`src/rtl/lfsr_sram_pkg.sv`:
```
// Shared types and LFSR helper for the LFSR-driven SRAM fill/check sweep.
package lfsr_sram_pkg;

    localparam int unsigned LFSR_MAX_W = 128;
    localparam logic [97:0] DEFAULT_TAP_MASK = 98'h2_0000_0000_0000_0000_0000_0041;

    typedef enum logic [2:0] {
        S_IDLE  = 3'd0,
        S_WRITE = 3'd1,
        S_READ  = 3'd2,
        S_DRAIN = 3'd3,
        S_DONE  = 3'd4
    } state_t;

    // One Galois step; callers zero-extend narrower registers and mask.
    function automatic logic [LFSR_MAX_W-1:0] lfsr_step(input logic [LFSR_MAX_W-1:0] s,
                                                        input logic [LFSR_MAX_W-1:0] mask);
        return (s >> 1) ^ (s[0] ? mask : '0);
    endfunction

endpackage

```
`src/rtl/lfsr_sram_sweep_multistep.sv`:
```
// NUM_BANKS LFSR steps unrolled in one cycle; bank b receives step b+1.
module lfsr_multistep
    import lfsr_sram_pkg::*;
#(
    parameter int unsigned      REG_W     = 98,
    parameter int unsigned      DATA_W    = 64,
    parameter int unsigned      NUM_BANKS = 4,
    parameter logic [REG_W-1:0] TAP_MASK  = REG_W'(DEFAULT_TAP_MASK)
) (
    input  logic [REG_W-1:0]            state_in,
    output logic [NUM_BANKS*DATA_W-1:0] words,
    output logic [REG_W-1:0]            state_next
);

    always_comb begin
        logic [REG_W-1:0] s;
        s     = state_in;
        words = '0;
        for (int b = 0; b < NUM_BANKS; b++) begin
            s = REG_W'(lfsr_step(LFSR_MAX_W'(s), LFSR_MAX_W'(TAP_MASK)));
            words[b*DATA_W +: DATA_W] = s[DATA_W-1:0];
        end
        state_next = s;
    end

endmodule

```
`src/rtl/lfsr_sram_sweep.sv`:
```
// Sweeps an address range over parallel SRAM banks, writing an LFSR pattern
// or regenerating it to count readback mismatches.
module lfsr_sram_sweep
    import lfsr_sram_pkg::*;
#(
    parameter int unsigned      REG_W     = 98,
    parameter int unsigned      DATA_W    = 64,
    parameter int unsigned      NUM_BANKS = 4,
    parameter int unsigned      ADDR_W    = 7,
    parameter logic [REG_W-1:0] TAP_MASK  = REG_W'(DEFAULT_TAP_MASK),
    parameter int unsigned      READ_LAT  = 1,
    parameter int unsigned      ERR_W     = 16
) (
    input  logic                        clk,
    input  logic                        reset,
    input  logic [REG_W-1:0]            rg_out,
    input  logic                        start,
    input  logic                        mode,
    input  logic [ADDR_W-1:0]           base_addr,
    input  logic [ADDR_W:0]             count,
    input  logic                        abort,
    input  logic [NUM_BANKS*DATA_W-1:0] dataout,
    output logic [NUM_BANKS*DATA_W-1:0] datain,
    output logic [ADDR_W-1:0]           address,
    output logic                        CSB,
    output logic                        WEB,
    output logic                        OEB,
    output logic                        busy,
    output logic                        done,
    output logic [ERR_W-1:0]            err_cnt,
    output logic [ADDR_W-1:0]           first_err_addr,
    output logic                        err_flag
);

    localparam int unsigned BUS_W = NUM_BANKS * DATA_W;
    localparam int unsigned CNT_W = ADDR_W + 1;
    localparam int unsigned LAT_W = (READ_LAT > 1) ? $clog2(READ_LAT) : 1;
    localparam int unsigned MIS_W = $clog2(NUM_BANKS + 1);
    localparam int unsigned ACC_W = ERR_W + 1;

    state_t             state, state_next;
    logic [REG_W-1:0]   lfsr_q, seed, step_in, step_next;
    logic [BUS_W-1:0]   step_words;
    logic [CNT_W-1:0]   left_q;
    logic [LAT_W-1:0]   drain_q;
    logic [ADDR_W-1:0]  addr_next;
    logic               start_ok, abort_hit, cmp_en;
    logic               issue, rd_issue, csb_d, web_d, oeb_d, busy_d, done_d;
    logic [READ_LAT:0]  pipe_vld;
    logic [ADDR_W-1:0]  pipe_addr [READ_LAT+1];
    logic [BUS_W-1:0]   pipe_exp  [READ_LAT+1];
    logic [MIS_W-1:0]   mism;
    logic [ACC_W-1:0]   err_sum;
    logic [ERR_W-1:0]   err_next;

    assign start_ok  = (state == S_IDLE) && start;
    assign abort_hit = abort && ((state == S_WRITE) || (state == S_READ) || (state == S_DRAIN));
    assign seed      = (rg_out == '0) ? REG_W'(1) : rg_out;
    assign step_in   = (state == S_IDLE) ? seed : lfsr_q;
    assign addr_next = (state == S_IDLE) ? base_addr : address + ADDR_W'(1);

    lfsr_multistep #(
        .REG_W     (REG_W),
        .DATA_W    (DATA_W),
        .NUM_BANKS (NUM_BANKS),
        .TAP_MASK  (TAP_MASK)
    ) u_step (
        .state_in   (step_in),
        .words      (step_words),
        .state_next (step_next)
    );

    always_ff @(posedge clk) begin
        if (reset) state <= S_IDLE;
        else       state <= state_next;
    end

    always_comb begin
        state_next = state;
        case (state)
            S_IDLE:  if (start) state_next = (count == '0) ? S_DONE : (mode ? S_READ : S_WRITE);
            S_WRITE: if (abort) state_next = S_IDLE;
                     else if (left_q == '0) state_next = S_DONE;
            S_READ:  if (abort) state_next = S_IDLE;
                     else if (left_q == '0) state_next = S_DRAIN;
            S_DRAIN: if (abort) state_next = S_IDLE;
                     else if (drain_q == '0) state_next = S_DONE;
            S_DONE:  state_next = S_IDLE;
            default: state_next = S_IDLE;
        endcase
    end

    // Strobes are computed from the next state so they register in step with it.
    always_comb begin
        issue    = 1'b0;
        rd_issue = 1'b0;
        csb_d    = 1'b1;
        web_d    = 1'b1;
        oeb_d    = 1'b1;
        busy_d   = 1'b0;
        done_d   = 1'b0;
        case (state_next)
            S_WRITE: begin issue = 1'b1; csb_d = 1'b0; web_d = 1'b0; busy_d = 1'b1; end
            S_READ:  begin issue = 1'b1; rd_issue = 1'b1; csb_d = 1'b0; oeb_d = 1'b0; busy_d = 1'b1; end
            S_DRAIN: busy_d = 1'b1;
            S_DONE:  done_d = 1'b1;
            default: ;
        endcase
    end

    always_ff @(posedge clk) begin
        if (reset) begin
            lfsr_q  <= '0;
            left_q  <= '0;
            drain_q <= '0;
            address <= '0;
            datain  <= '0;
            CSB     <= 1'b1;
            WEB     <= 1'b1;
            OEB     <= 1'b1;
            busy    <= 1'b0;
            done    <= 1'b0;
        end else begin
            CSB  <= csb_d;
            WEB  <= web_d;
            OEB  <= oeb_d;
            busy <= busy_d;
            done <= done_d;
            if (issue) begin
                lfsr_q  <= step_next;
                address <= addr_next;
                left_q  <= (state == S_IDLE) ? count - CNT_W'(1) : left_q - CNT_W'(1);
            end
            if (!web_d) datain <= step_words;
            if (state_next == S_DRAIN)
                drain_q <= (state == S_DRAIN) ? drain_q - LAT_W'(1) : LAT_W'(READ_LAT - 1);
        end
    end

    // Expected words ride alongside the read request until dataout is valid.
    always_ff @(posedge clk) begin
        if (reset || abort_hit) pipe_vld <= '0;
        else                    pipe_vld <= {pipe_vld[READ_LAT-1:0], rd_issue};
    end

    always_ff @(posedge clk) begin
        if (rd_issue) begin
            pipe_addr[0] <= addr_next;
            pipe_exp[0]  <= step_words;
        end
        for (int i = 1; i <= READ_LAT; i++) begin
            pipe_addr[i] <= pipe_addr[i-1];
            pipe_exp[i]  <= pipe_exp[i-1];
        end
    end

    always_comb begin
        mism = '0;
        for (int b = 0; b < NUM_BANKS; b++) begin
            if (pipe_exp[READ_LAT][b*DATA_W +: DATA_W] != dataout[b*DATA_W +: DATA_W])
                mism = mism + MIS_W'(1);
        end
        err_sum  = ACC_W'(err_cnt) + ACC_W'(mism);
        err_next = err_sum[ERR_W] ? '1 : err_sum[ERR_W-1:0];
        cmp_en   = pipe_vld[READ_LAT] && !abort_hit;
    end

    always_ff @(posedge clk) begin
        if (reset || (start_ok && mode)) begin
            err_cnt        <= '0;
            first_err_addr <= '0;
            err_flag       <= 1'b0;
        end else if (cmp_en && (mism != '0)) begin
            err_cnt  <= err_next;
            err_flag <= 1'b1;
            if (err_cnt == '0) first_err_addr <= pipe_addr[READ_LAT];
        end
    end

endmodule

```
`config.mk`:
```
export PLATFORM = sky130hd
export DESIGN_NAME = lfsr_sram_sweep
export DESIGN_NICKNAME = d
export VERILOG_FILES = /design/src/rtl/lfsr_sram_pkg.sv /design/src/rtl/lfsr_sram_sweep_multistep.sv /design/src/rtl/lfsr_sram_sweep.sv
export SDC_FILE = /design/constraint.sdc
export NUM_CORES = 1
export LEC_CHECK = 0
export BUFFER_PORTS_ARGS = -buffer_cell sky130_fd_sc_hd__clkbuf_2
export CAP_MARGIN = 0
export CORE_AREA = 4 4 259 261
export DETAILED_ROUTE_END_ITERATION = 10
export DIE_AREA = 0 0 263 265
export SYNTH_ARGS = -nofsm -noshare
export SYNTH_HDL_FRONTEND = slang
export SYNTH_SLANG_ARGS = --single-unit
export TNS_END_PERCENT = 1
```
`constraint.sdc`:
```
create_clock -name clk -period 14.4 [get_ports clk]
set_input_delay 1.44 -clock clk [delete_from_list [all_inputs] [get_ports clk]]
set_output_delay 1.44 -clock clk [all_outputs]
set_load 0.03 [all_outputs]
```
==> impl_summary.log, run 1 <==
[metrics] setup fix buffers added after clock tree synthesis: 0
[metrics] Worst Hold Class: flip-flop to flip-flop
[metrics] number of global-route vias before repair: 14900
[metrics] worst path required time: 14860 ps
[metrics] fraction of layout cells with a size suffix above 1: approximately 32%
[metrics] slew at the pin with the worst max-slew slack: around 1000 ps
[metrics] wire length of the first global-routing pass: around 110000 µm
[metrics] Final Hold Fails: 0
[metrics] cell types with the highest counts after synthesis: dfxtp_1, xnor2_1, buf_4
[metrics] IO buf count: ~670
[metrics] Post-layout nets: 2708
[metrics] detailed-route wire length: around 83000 µm
[metrics] mean instance size in the synthesized netlist: 9.68 µm²
[metrics] area of the multi-input gates: 7680 µm²
[metrics] final setup TNS: 0 ps
[metrics] cell at the root of the clock tree: clkbuf_16
[metrics] dominant cells by area after synthesis: dfxtp_1, edfxtp_1, xnor2_1
[metrics] result of the run: complete, no violations
[metrics] clock period minus worst slack: between 5000 and 6000 ps
[metrics] net count after synthesis: 2252
[metrics] clock tree from TritonCTS: yes
[metrics] flop and latch count out of synthesis: around 380
[metrics] remaining routing DRC violations: 0
[metrics] peak fanout along the critical path: 13
[metrics] initial core utilization: 28.1%
[metrics] upper clock frequency limit: around 0.17 GHz
[metrics] remaining number of nets flagged by the antenna check after routing: 0
[metrics] routed len/inst: approximately 26 µm
[metrics] chip height: ~270 µm
[metrics] iteration count of the initial detailed-routing pass: 5
[metrics] total gr overflow: 0
[metrics] Final Hold Slack: ~330 ps
[metrics] warning count from the yosys run: 0
[metrics] Place WS: between 8000 and 9000 ps
[metrics] peak supply drop: around 62 µV
[metrics] clock-pin slew of the registers on the worst-case setup and hold paths: around 60 ps
[metrics] Final Setup Violations: 0
[metrics] count of flip-flops with a built-in enable after synthesis: 80
[metrics] antenna violations before repair: 35
[metrics] Total GRT Usage: between 20 and 25%
[metrics] PnR worst setup slack: 8490 ps
[metrics] register area: ~8400 µm²
[metrics] main flop type after synthesis: dfxtp_1
[metrics] insertion delay of the later-clocked pin in the worst-skew pair: around 570 ps
[metrics] Std-Cell Rows: 93
[metrics] post-synthesis cell area: about 18000 µm²
[metrics] routability congestion estimate: between 0.9 and 1
[metrics] gate family responsible for the most delay along the worst path: simple AND/OR/NAND/NOR gates
[metrics] TritonCTS buffer count: 44
[metrics] overall die area: 69700 µm²
[metrics] Max-slew headroom: between 30% and 40%
[metrics] leakage component of the power: approximately 10 nW
[metrics] pin count of the biggest net entering global routing: 83
[metrics] post_cts resized: 0
[metrics] total of max-cap violations: 0
[metrics] library cell appearing most often on the critical path: nand4_1
[metrics] Post-Syn Instances: 1869
[metrics] number of fill cells in the layout: 6755
[metrics] routed via count divided by cell count: 4.73
[metrics] area leader, netlist: dfxtp_1
[metrics] CTS sink cnt: about 380
[metrics] final worst path period share: roughly two fifths
[metrics] CP endpoint kind: flip-flop
[metrics] relative area change from synthesis to final layout: 23.6%
[metrics] data arrival time of the critical path: around 6400 ps
[metrics] Std-Cell Core Area: around 64000 µm²
[metrics] Chip Width: approximately 260 µm
[metrics] proportion of netlist area held by the largest area contributor: approximately a third
[metrics] portion of the post-synthesis area used by sequential elements: roughly 47%
[metrics] hold buffers post-CTS: 0
[metrics] number of max-slew violations in the final report: 0
[metrics] setup repair after global routing missed its margin: false
[metrics] CTS H-tree lvls: 2
[metrics] worst path bufs/invs: 3
[metrics] critical setup path kind: input pin to flip-flop
[metrics] fraction of synthesis flops using an asynchronous set or reset pin: 0%
[metrics] clk buf depth: 3
[metrics] cell with the largest stage delay on the worst path: nor4_1
[metrics] ratio of total power to cell area: 144 nW/µm²
[metrics] distinct cell type count after synthesis: 57
[metrics] clock skew after layout: roughly 22 ps
[metrics] total number of vias: 15300
[metrics] largest stage delay on the critical path: 750 ps
[metrics] cell with the most instances after synthesis: dfxtp_1
[metrics] violation count after the first detailed-routing iteration: 967
[metrics] nature of the critical path startpoint: input pin
[metrics] half-perimeter wire length after detailed placement: 66500 µm
[metrics] io pins: 666
[metrics] series of cell instances along the critical path: clkbuf_2 -> xnor2_1 -> nand4_1 -> nor4_1 -> nand4_1 -> ha_1 -> xor2_1 -> ha_1 -> mux2_2 -> inv_1 -> fa_1 -> inv_1 -> a21o_1 -> nand4_1 -> and3_1 -> a211oi_1
cell type report:
type                       instances  share of cell area, %
sequential                       381                   37.7
multi-input combinational       1135                   34.3
timing repair buffer             680                   15.4
clock buffer                      61                   5.72
tap                              855                   4.78
inverter                          83                   1.39
clock inverter                    20                  0.520
antenna                           17                  0.190
kinds of logic after synthesis:
kind of cell             synth area share (%)
adder cells (fa/ha/maj)                 0.664
XOR/XNOR                                 13.3
flip-flops                               46.6
multiplexers                             4.55
buffers and inverters                    11.3
AND/OR/NAND/NOR                          13.3
AO/OA/AOI/OAI                            10.3
placed cells by master, fill, tap and decap left out, types with 65 or more instances in the layout:
master,instances
clkbuf_2,664
dfxtp_1,301
xnor2_1,199
nor2_1,163
nand2_1,159
a211oi_1,110
inv_1,81
mux2i_1,80
edfxtp_1,80
xor2_1,74
nand4_1,65
layer usage:
metal | vias to the layer above | GRT usage, % | part of all wire, %
met2 | 603 | 38.9 | 50
met1 | 7305 | 27.3 | 40
met5 | - | 0 | 0.14
li1 | 7253 | - | -
met3 | 109 | 4.67 | 6.3
met4 | 16 | 8.44 | 3.3
stage by stage:
step | area [µm²] | cells | power (mW) | util (%)
after floorplan | 18100 | 1869 | 1.91 | -
after global placement | 20900 | 3134 | 2.17 | 32.5
after detailed placement | 20900 | 3134 | 2.17 | 32.5
after CTS | 22300 | 3215 | 3.27 | 34.6
after global routing | 22400 | 3230 | 3.38 | 34.7
final | 22400 | 3232 | 3.23 | 34.7
path summary, 6_finish.rpt:
check | start | endpoint | slack, ps | cells after the start
max | dataout[117] | err_cnt[7]$_SDFFE_PP0P_ | 8490 | 16
min | pipe_exp[0][211]$_DFFE_PP_ | pipe_exp[0][467]$_DFF_P_ | 330 | 0
max reg2reg | pipe_exp[0][499]$_DFF_P_ | err_cnt[7]$_SDFFE_PP0P_ | 8930 | 15
min reg2reg | pipe_exp[0][211]$_DFFE_PP_ | pipe_exp[0][467]$_DFF_P_ | 330 | 0
flip-flops by register name, summed over array words and instances, names as in the netlist, 2 cells and up:
register        flops
pipe_addr          14
pipe_vld            2
lfsr_q             98
state               3
left_q              8
err_cnt            16
datain             73
address             7
pipe_exp          146
first_err_addr      7
report_power, final:
part           total [mW]  leakage [nW]  internal, mW  switching [mW]
combinational       0.786          6.11         0.258           0.528
sequential           1.36          3.25          1.22           0.135
clock                1.09         0.692         0.625           0.464
No activity file was read; power rests on OpenSTA's default activity.
==> inputs of run 2 (changes only) <==
ABC_AREA = 1   (was default)
CORE_AREA = 4 4 255 257   (was 4 4 259 261)
DIE_AREA = 0 0 259 261   (was 0 0 263 265)
clock period = 5.92 ns   (was 14.4 ns; I/O delays follow)
==> impl_summary.log, run 2 <==
[metrics] share of total power in sequential cells: 41.5% (-0.5 points)
[metrics] launching instance or port of the critical path: pipe_exp[0][504]$_DFF_P_
[metrics] post_cts resized: 0 (unchanged)
[metrics] flop and latch count out of synthesis: 381 (unchanged)
[metrics] proportion of netlist area held by the largest area contributor: 29.9% (-3.4 points)
[metrics] peak supply drop: 207 µV (+230%)
[metrics] result of the run: complete, no violations
[metrics] area leader, netlist: dfxtp_1
[metrics] nature of the critical path startpoint: flip-flop
[metrics] CTS H-tree lvls: 2 (unchanged)
[metrics] data arrival time of the critical path: 5500 ps (-870 ps)
[metrics] insertion delay of the later-clocked pin in the worst-skew pair: 580 ps (about the same)
[metrics] wire length of the first global-routing pass: 107000 µm (-5.7%)
[metrics] Total GRT Usage: 20.8% (-1.5 points)
[metrics] remaining routing DRC violations: 0 (unchanged)
[metrics] number of fill cells in the layout: 6554 (-3.0%)
[metrics] source of the worst hold timing path: rg_out[87]
[metrics] cell types with the highest counts after synthesis: nand2_1, inv_1, dfxtp_1
[metrics] Internal Dissipation: 5.13 mW (+140%)
[metrics] number of standard cells in the final layout excluding fillers: 4082 (+26%)
[metrics] commonest non-fill, non-tap cell in the layout: clkbuf_2
[metrics] clock skew after layout: 25.1 ps (+3.40 ps)
[metrics] Std-Cell Rows: 92 (-1.1%)
[metrics] total of max-cap violations: 0 (unchanged)
[metrics] overall die area: 67600 µm² (-3.0%)
[metrics] main flop type after synthesis: dfxtp_1
[metrics] Clk network pwr share: 34.9% (+1.2 points)
[metrics] worst path required time: 6390 ps (-8470 ps)
[metrics] fraction of layout cells with a size suffix above 1: 26.8% (-5.7 points)
[metrics] number of placed instances with taps included: 3996 (+28%)
[metrics] setup fix buffers added after clock tree synthesis: 0 (unchanged)
[metrics] proportion of power drawn by combinational gates: 23.5% (-0.8 points)
[metrics] warning count from the yosys run: 0 (unchanged)
[metrics] Final Setup Violations: 0 (unchanged)
[metrics] M1 GR Usage: 28.1% (+0.81 points)
[metrics] Post-Syn Instances: 2755 (+47%)
[metrics] Post-layout nets: 3577 (+32%)
[metrics] cell at the root of the clock tree: clkbuf_16
[metrics] TritonCTS buffer count: 42 (-4.5%)
[metrics] Chip Width: 259 µm (-1.5%)
[metrics] peak fanout along the critical path: 5 (-8)
[metrics] Final Hold Slack: 274 ps (-56.0 ps)
[metrics] CP endpoint kind: flip-flop
[metrics] Worst Hold Class: input pin to flip-flop
[metrics] setup repair after global routing missed its margin: false
[metrics] ratio of total power to cell area: 320 nW/µm² (+120%)
[metrics] final setup TNS: 0 ps (unchanged)
[metrics] launch point of the worst reg-to-reg path: pipe_exp[0][504]$_DFF_P_
[metrics] register area: 8430 µm² (unchanged)
[metrics] dominant cells by area after synthesis: dfxtp_1, nand2_1, edfxtp_1
[metrics] area of the multi-input gates: 8470 µm² (+10%)
[metrics] leakage component of the power: 12.0 nW (+19%)
[metrics] leading registers by flop count: pipe_exp (146), lfsr_q (98), datain (73)
[metrics] capture instance of the worst register-to-register path: err_cnt[11]$_SDFFE_PP0P_
[metrics] routed via count divided by cell count: 4.48 (-5.4%)
[metrics] global routing met2 resource utilization: 35.2% (-3.7 points)
[metrics] critical setup path kind: flip-flop to flip-flop
[metrics] total number of vias: 18300 (+20%)
[metrics] IO buf count: 665 (unchanged)
[metrics] register ranked first by flip-flop count: pipe_exp
[metrics] switching pwr: 2.66 mW (+140%)
[metrics] upper clock frequency limit: roughly 0.2 GHz
[metrics] half-perimeter wire length after detailed placement: 59800 µm (-10%)
[metrics] routed len/inst: 18.0 µm (-29%)
[metrics] hold buffers post-CTS: 0 (unchanged)
[metrics] pin count of the biggest net entering global routing: 108 (+30%)
[metrics] CTS sink cnt: 381 (unchanged)
[metrics] Std-Cell Core Area: 62700 µm² (-2.7%)
[metrics] number of max-slew violations in the final report: 0 (unchanged)
[metrics] Final Hold Fails: 0 (unchanged)
[metrics] iteration count of the initial detailed-routing pass: 5 (unchanged)
[metrics] mean instance size in the synthesized netlist: 7.32 µm² (-24%)
[metrics] slack of the worst reg-to-reg path: 900 ps (-8030 ps)
[metrics] relative area change from synthesis to final layout: 20.5%
[metrics] net count after synthesis: 3138 (+39%)
[metrics] cell with the most instances after synthesis: nand2_1
[metrics] routability congestion estimate: 0.918 (-1.0%)
[metrics] clock-pin slew of the registers on the worst-case setup and hold paths: 60 ps (about the same)
[metrics] net switching share of the total power: 34.2% (-0.65 points)
[metrics] final worst path period share: about 85%
[metrics] Hold Path Cell Cnt: 3 (+3)
[metrics] clock period minus worst slack: 5020 ps
[metrics] fraction of synthesis flops using an asynchronous set or reset pin: 0% (unchanged)
[metrics] commonest cells after routing, fill and taps aside: clkbuf_2, nand2_1, inv_1, dfxtp_1, o21ai_0
[metrics] post-synthesis cell area: 20200 µm² (+11%)
[metrics] busiest layer in global routing: met2
[metrics] io pins: 666 (unchanged)
[metrics] met3 track utilization from global routing: 3.59% (-1.1 points)
[metrics] initial core utilization: 32.2% (+4.1 points)
[metrics] portion of the post-synthesis area used by sequential elements: 41.8% (-4.8 points)
[metrics] violation count after the first detailed-routing iteration: 1238 (+28%)
[metrics] distinct cell type count after synthesis: 44 (-23%)
[metrics] logic depth of the worst register-to-register path: 25 (+10)
[metrics] Max-slew headroom: 22.1% (-11 points)
[metrics] antenna violations before repair: 15 (-57%)
[metrics] number of global-route vias before repair: 16900 (+14%)
[metrics] count of flip-flops with a built-in enable after synthesis: 80 (unchanged)
[metrics] clk buf depth: 3 (unchanged)
[metrics] Hold Crit Endpoint: lfsr_q[83]$_SDFFE_PP0N_
[metrics] total gr overflow: 0 (unchanged)
[metrics] remaining number of nets flagged by the antenna check after routing: 0 (unchanged)
[metrics] slew at the pin with the worst max-slew slack: 1160 ps (+157 ps)
[metrics] chip height: 261 µm (-1.5%)
[metrics] clock tree from TritonCTS: yes
[metrics] detailed-route wire length: 73700 µm (-11%)
[metrics] max FFs per register: 146 (unchanged)
## run 2: worst max path at each step
stage,end,slack [ps],cells past startpoint
3_3_place_gp,err_cnt[11]$_SDFFE_PP0P_,470,25
6_report,err_cnt[11]$_SDFFE_PP0P_,900,25
3_5_place_dp,err_cnt[11]$_SDFFE_PP0P_,680,26
2_1_floorplan,err_cnt[4]$_SDFFE_PP0P_,1730,22
5_1_grt,err_cnt[11]$_SDFFE_PP0P_,530,28
4_1_cts,err_cnt[11]$_SDFFE_PP0P_,870,25
## run 2: logic make-up after synthesis
kind of cell    count (synthesis)  synth area share (%)
simple gates                 1099                  22.8
mux                             1                0.0496
compound gates                447                  11.7
flops                         381                  41.8
buf+inv                       664                  16.4
fa+ha+maj                       9                 0.595
xor+xnor                      154                  6.69
## run 2: worst max-delay path, cell delays in order, from the launching register on
cell,delay [ps]
dfxtp_1,510
xnor2_1,160
nand2_1,100
nor4_1,990
nand4_1,180
nor2_1,210
inv_1,60
ha_1,300
inv_1,60
nand3_1,90
nand2_1,100
inv_1,40
ha_1,270
or2_1,230
nand2_2,110
inv_1,50
ha_1,290
a31oi_1,110
inv_1,100
nand2_1,120
nor2_1,150
nand3_1,100
or2_2,280
nand3_1,70
nand3_1,70
a21oi_1,150
## run 2: per-stage QoR
| stage | power, mW | utilization (%) | setup slack (ps) | instance area [µm²] |
|---|---|---|---|---|
| floorplan | 4.60 | - | 1730 | 20200 |
| global placement | 5.11 | 36.4 | 474 | 22900 |
| detailed placement | 5.12 | 36.4 | 678 | 22900 |
| CTS | 7.87 | 38.7 | 869 | 24300 |
| global route | 8.18 | 38.7 | 530 | 24300 |
| finish | 7.79 | 38.8 | 898 | 24300 |
## run 2: area by class of cell
| cell class | instances | share of cell area [%] |
|---|---|---|
| Antenna cell | 9 | 0.0926 |
| Clock buffer | 57 | 4.72 |
| Clock inverter | 20 | 1.17 |
| Inverter | 373 | 5.78 |
| Multi-Input combinational cell | 1710 | 34.8 |
| Sequential cell | 381 | 34.7 |
| Tap cell | 846 | 4.35 |
| Timing Repair Buffer | 686 | 14.4 |
## run 2: per-layer routing
metal,wire (µm),vias to the layer above,part of all wire (%)
li1,-,9402,-
met1,32800,8225,45
met2,34800,560,47
met3,4630,73,6.3
met4,1410,8,1.9
met5,65,-,0.088
## run 2: power groups by stage
stage               Clock (mW)  Combinational [mW]  Sequential (mW)
detailed placement           0                1.84             3.29
finish                    2.72                1.83             3.23
floorplan                    0                1.31             3.30
global placement             0                1.83             3.28
global route              2.90                2.02             3.26
CTS                       2.79                1.85             3.23
==> inputs of run 3 (changes only) <==
ABC_AREA = 0   (was 1)
CORE_AREA = 4 4 254 256   (was 4 4 255 257)
DIE_AREA = 0 0 258 260   (was 0 0 259 261)
clock period = 4.7 ns   (was 5.92 ns; I/O delays follow)
==> impl_summary.log, run 3 (synthesis results as in run 1) <==
[metrics] Total GRT Usage: 22.8% (+1.9 points)
[metrics] setup repair after global routing missed its margin: false
[metrics] CTS H-tree lvls: 2 (unchanged)
[metrics] Std-Cell Rows: 92 (unchanged)
[metrics] final core occ: 36.6% (-2.1 points)
[metrics] remaining routing DRC violations: 0 (unchanged)
[metrics] half-perimeter wire length after detailed placement: 65800 µm (+10%)
[metrics] Final Hold Slack: 160 ps (-114 ps)
[metrics] number of fill cells in the layout: 6480 (-1.1%)
[metrics] Clk network pwr share: 35.1% (+0.2 points)
[metrics] clock skew after layout: 10.8 ps (-14.3 ps)
[metrics] overall power of the completed layout: 10.2 mW (+31%)
[metrics] Max-slew headroom: 38.2% (+16 points)
[metrics] library cell appearing most often on the critical path: nand4_1
[metrics] PnR worst setup slack: 263 ps (-636 ps)
[metrics] critical setup path kind: flip-flop to flip-flop
[metrics] number of standard cells in the final layout excluding fillers: 3275 (-20%)
[metrics] hold buffers post-CTS: 0 (unchanged)
[metrics] post-route cell area: 22900 µm² (-5.8%)
[metrics] data arrival time of the critical path: 4900 ps (-600 ps)
[metrics] leading registers by flop count: pipe_exp (146), lfsr_q (98), datain (73)
[metrics] Internal Dissipation: 6.76 mW (+32%)
[metrics] upper clock frequency limit: 0.225 GHz (+13%)
[metrics] share of total power in sequential cells: 40.3% (-1.2 points)
[metrics] relative area change from synthesis to final layout: 26.6%
[metrics] Post-layout nets: 2757 (-23%)
[metrics] number of placed instances with taps included: 3173 (-21%)
[metrics] wire length of the first global-routing pass: 110000 µm (+3.1%)
[metrics] routability congestion estimate: 0.948 (+3.2%)
[metrics] DP Area: 21300 µm² (-6.7%)
[metrics] largest stage delay on the critical path: 560 ps (-430 ps)
[metrics] Worst Hold Class: input pin to flip-flop
[metrics] nature of the critical path startpoint: flip-flop
[metrics] setup fix buffers added after clock tree synthesis: 0 (unchanged)
[metrics] cell at the root of the clock tree: clkbuf_16
[metrics] iteration count of the initial detailed-routing pass: 5 (unchanged)
[metrics] detailed-route wire length: 81000 µm (+10%)
[metrics] io pins: 666 (unchanged)
[metrics] peak supply drop: 228 µV (+10%)
[metrics] result of the run: complete, no violations
[metrics] clock-pin slew of the registers on the worst-case setup and hold paths: 60 ps (about the same)
[metrics] total number of vias: 15400 (-16%)
[metrics] number of global-route vias before repair: 14800 (-12%)
[metrics] Final Hold Fails: 0 (unchanged)
[metrics] remaining number of nets flagged by the antenna check after routing: 0 (unchanged)
[metrics] register ranked first by flip-flop count: pipe_exp
[metrics] post_cts resized: 0 (unchanged)
[metrics] total of max-cap violations: 0 (unchanged)
[metrics] pin count of the biggest net entering global routing: 110 (+1.9%)
[metrics] worst path required time: 5160 ps (-1230 ps)
[metrics] overall die area: 67100 µm² (-0.77%)
[metrics] clk buf depth: 3 (unchanged)
[metrics] violation count after the first detailed-routing iteration: 973 (-21%)
[metrics] ratio of total power to cell area: 445 nW/µm² (+39%)
[metrics] switching pwr: 3.44 mW (+29%)
[metrics] insertion delay of the later-clocked pin in the worst-skew pair: 560 ps (-20 ps)
[metrics] net switching share of the total power: 33.7% (-0.46 points)
[metrics] fraction of layout cells with a size suffix above 1: 33.6% (+6.8 points)
[metrics] clock period minus worst slack: 4440 ps (-584 ps)
[metrics] Chip Width: 258 µm (-0.39%)
[metrics] routed via count divided by cell count: 4.69 (+4.9%)
[metrics] Final Setup Violations: 0 (unchanged)
[metrics] Place WS: 96.1 ps (-582 ps)
[metrics] Std-Cell Core Area: 62500 µm² (-0.37%)
[metrics] number of max-slew violations in the final report: 0 (unchanged)
[metrics] commonest non-fill, non-tap cell in the layout: clkbuf_2
[metrics] clock tree from TritonCTS: yes
[metrics] TritonCTS buffer count: 45 (+7.1%)
[metrics] proportion of power drawn by combinational gates: 24.7% (+1.2 points)
[metrics] final worst path period share: 94.4% (+9.6 points)
[metrics] cell with the largest stage delay on the worst path: dfxtp_1
[metrics] peak fanout along the critical path: 5 (unchanged)
[metrics] total gr overflow: 0 (unchanged)
[metrics] CP endpoint kind: flip-flop
[metrics] initial core utilization: 28.9% (-3.2 points)
[metrics] CTS sink cnt: 381 (unchanged)
[metrics] slew at the pin with the worst max-slew slack: 901 ps (-256 ps)
[metrics] final setup TNS: 0 ps (unchanged)
[metrics] IO buf count: 665 (unchanged)
[metrics] chip height: 260 µm (-0.38%)
[metrics] routed len/inst: 24.7 µm (+37%)
[metrics] commonest cells after routing, fill and taps aside: clkbuf_2, dfxtp_1, xnor2_1, nor2_1, nand2_1
[metrics] series of cell instances along the critical path: buf_4 -> xnor2_1 -> nand4_1 -> nor4_2 -> nand4_1 -> ha_1 -> xor2_1 -> ha_1 -> mux2_2 -> inv_1 -> fa_1 -> inv_1 -> a21o_1 -> nand4_1 -> buf_4 -> and2_1 -> a311oi_1
[metrics] leakage component of the power: 10.3 nW (-14%)
[metrics] antenna violations before repair: 32 (+17)
[metrics] max FFs per register: 146 (unchanged)
[run 3: power groups by stage]
| stage | logic [mW] | clock network (mW) | registers (mW) |
|---|---|---|---|
| after CTS | 2.54 | 3.67 | 4.11 |
| after floorplan | 1.64 | 0 | 4.20 |
| after detailed placement | 2.54 | 0 | 4.18 |
| final | 2.52 | 3.58 | 4.11 |
| after global placement | 2.53 | 0 | 4.17 |
| after global routing | 2.70 | 3.81 | 4.14 |
[run 3: worst max-delay path, delay by kind of cell, from the launching register on]
family | cells | cell delay, ps
xor+xnor | 2 | 370
buf+inv | 4 | 530
compound gates | 2 | 380
flops | 1 | 560
mux | 1 | 160
simple gates | 5 | 1140
fa+ha+maj | 3 | 1180
[run 3: layout make-up]
class | count | area (µm²) | share of cell area, %
clock buffer | 66 | 1320 | 5.76
sequential | 381 | 8430 | 36.8
multi-input combinational | 1135 | 7680 | 33.5
timing repair buffer | 728 | 3860 | 16.8
clock inverter | 16 | 194 | 0.847
inverter | 83 | 312 | 1.36
tap | 846 | 1060 | 4.62
antenna | 20 | 50.0 | 0.219
[run 3: per-layer routing]
layer  vias up  routed length [µm]  global-route usage (%)
met1      7218               31500                    27.1
met3       149                5640                    4.85
li1       7344                   -                       -
met5         -                  79                       0
met4        14                3620                    10.0
met2       646               40300                    39.6
[run 3: final timing paths]
| check | startpoint | to | slack, ps | cells after the start |
|---|---|---|---|---|
| worst max-delay path | pipe_exp[0][499]$_DFF_P_ | err_cnt[4]$_SDFFE_PP0P_ | 260 | 17 |
| worst min-delay path | rg_out[84] | lfsr_q[80]$_SDFFE_PP0N_ | 160 | 3 |
| worst max register to register | pipe_exp[0][499]$_DFF_P_ | err_cnt[4]$_SDFFE_PP0P_ | 260 | 17 |
| worst min register to register | pipe_exp[0][244]$_DFFE_PP_ | pipe_exp[0][500]$_DFF_P_ | 330 | 0 |
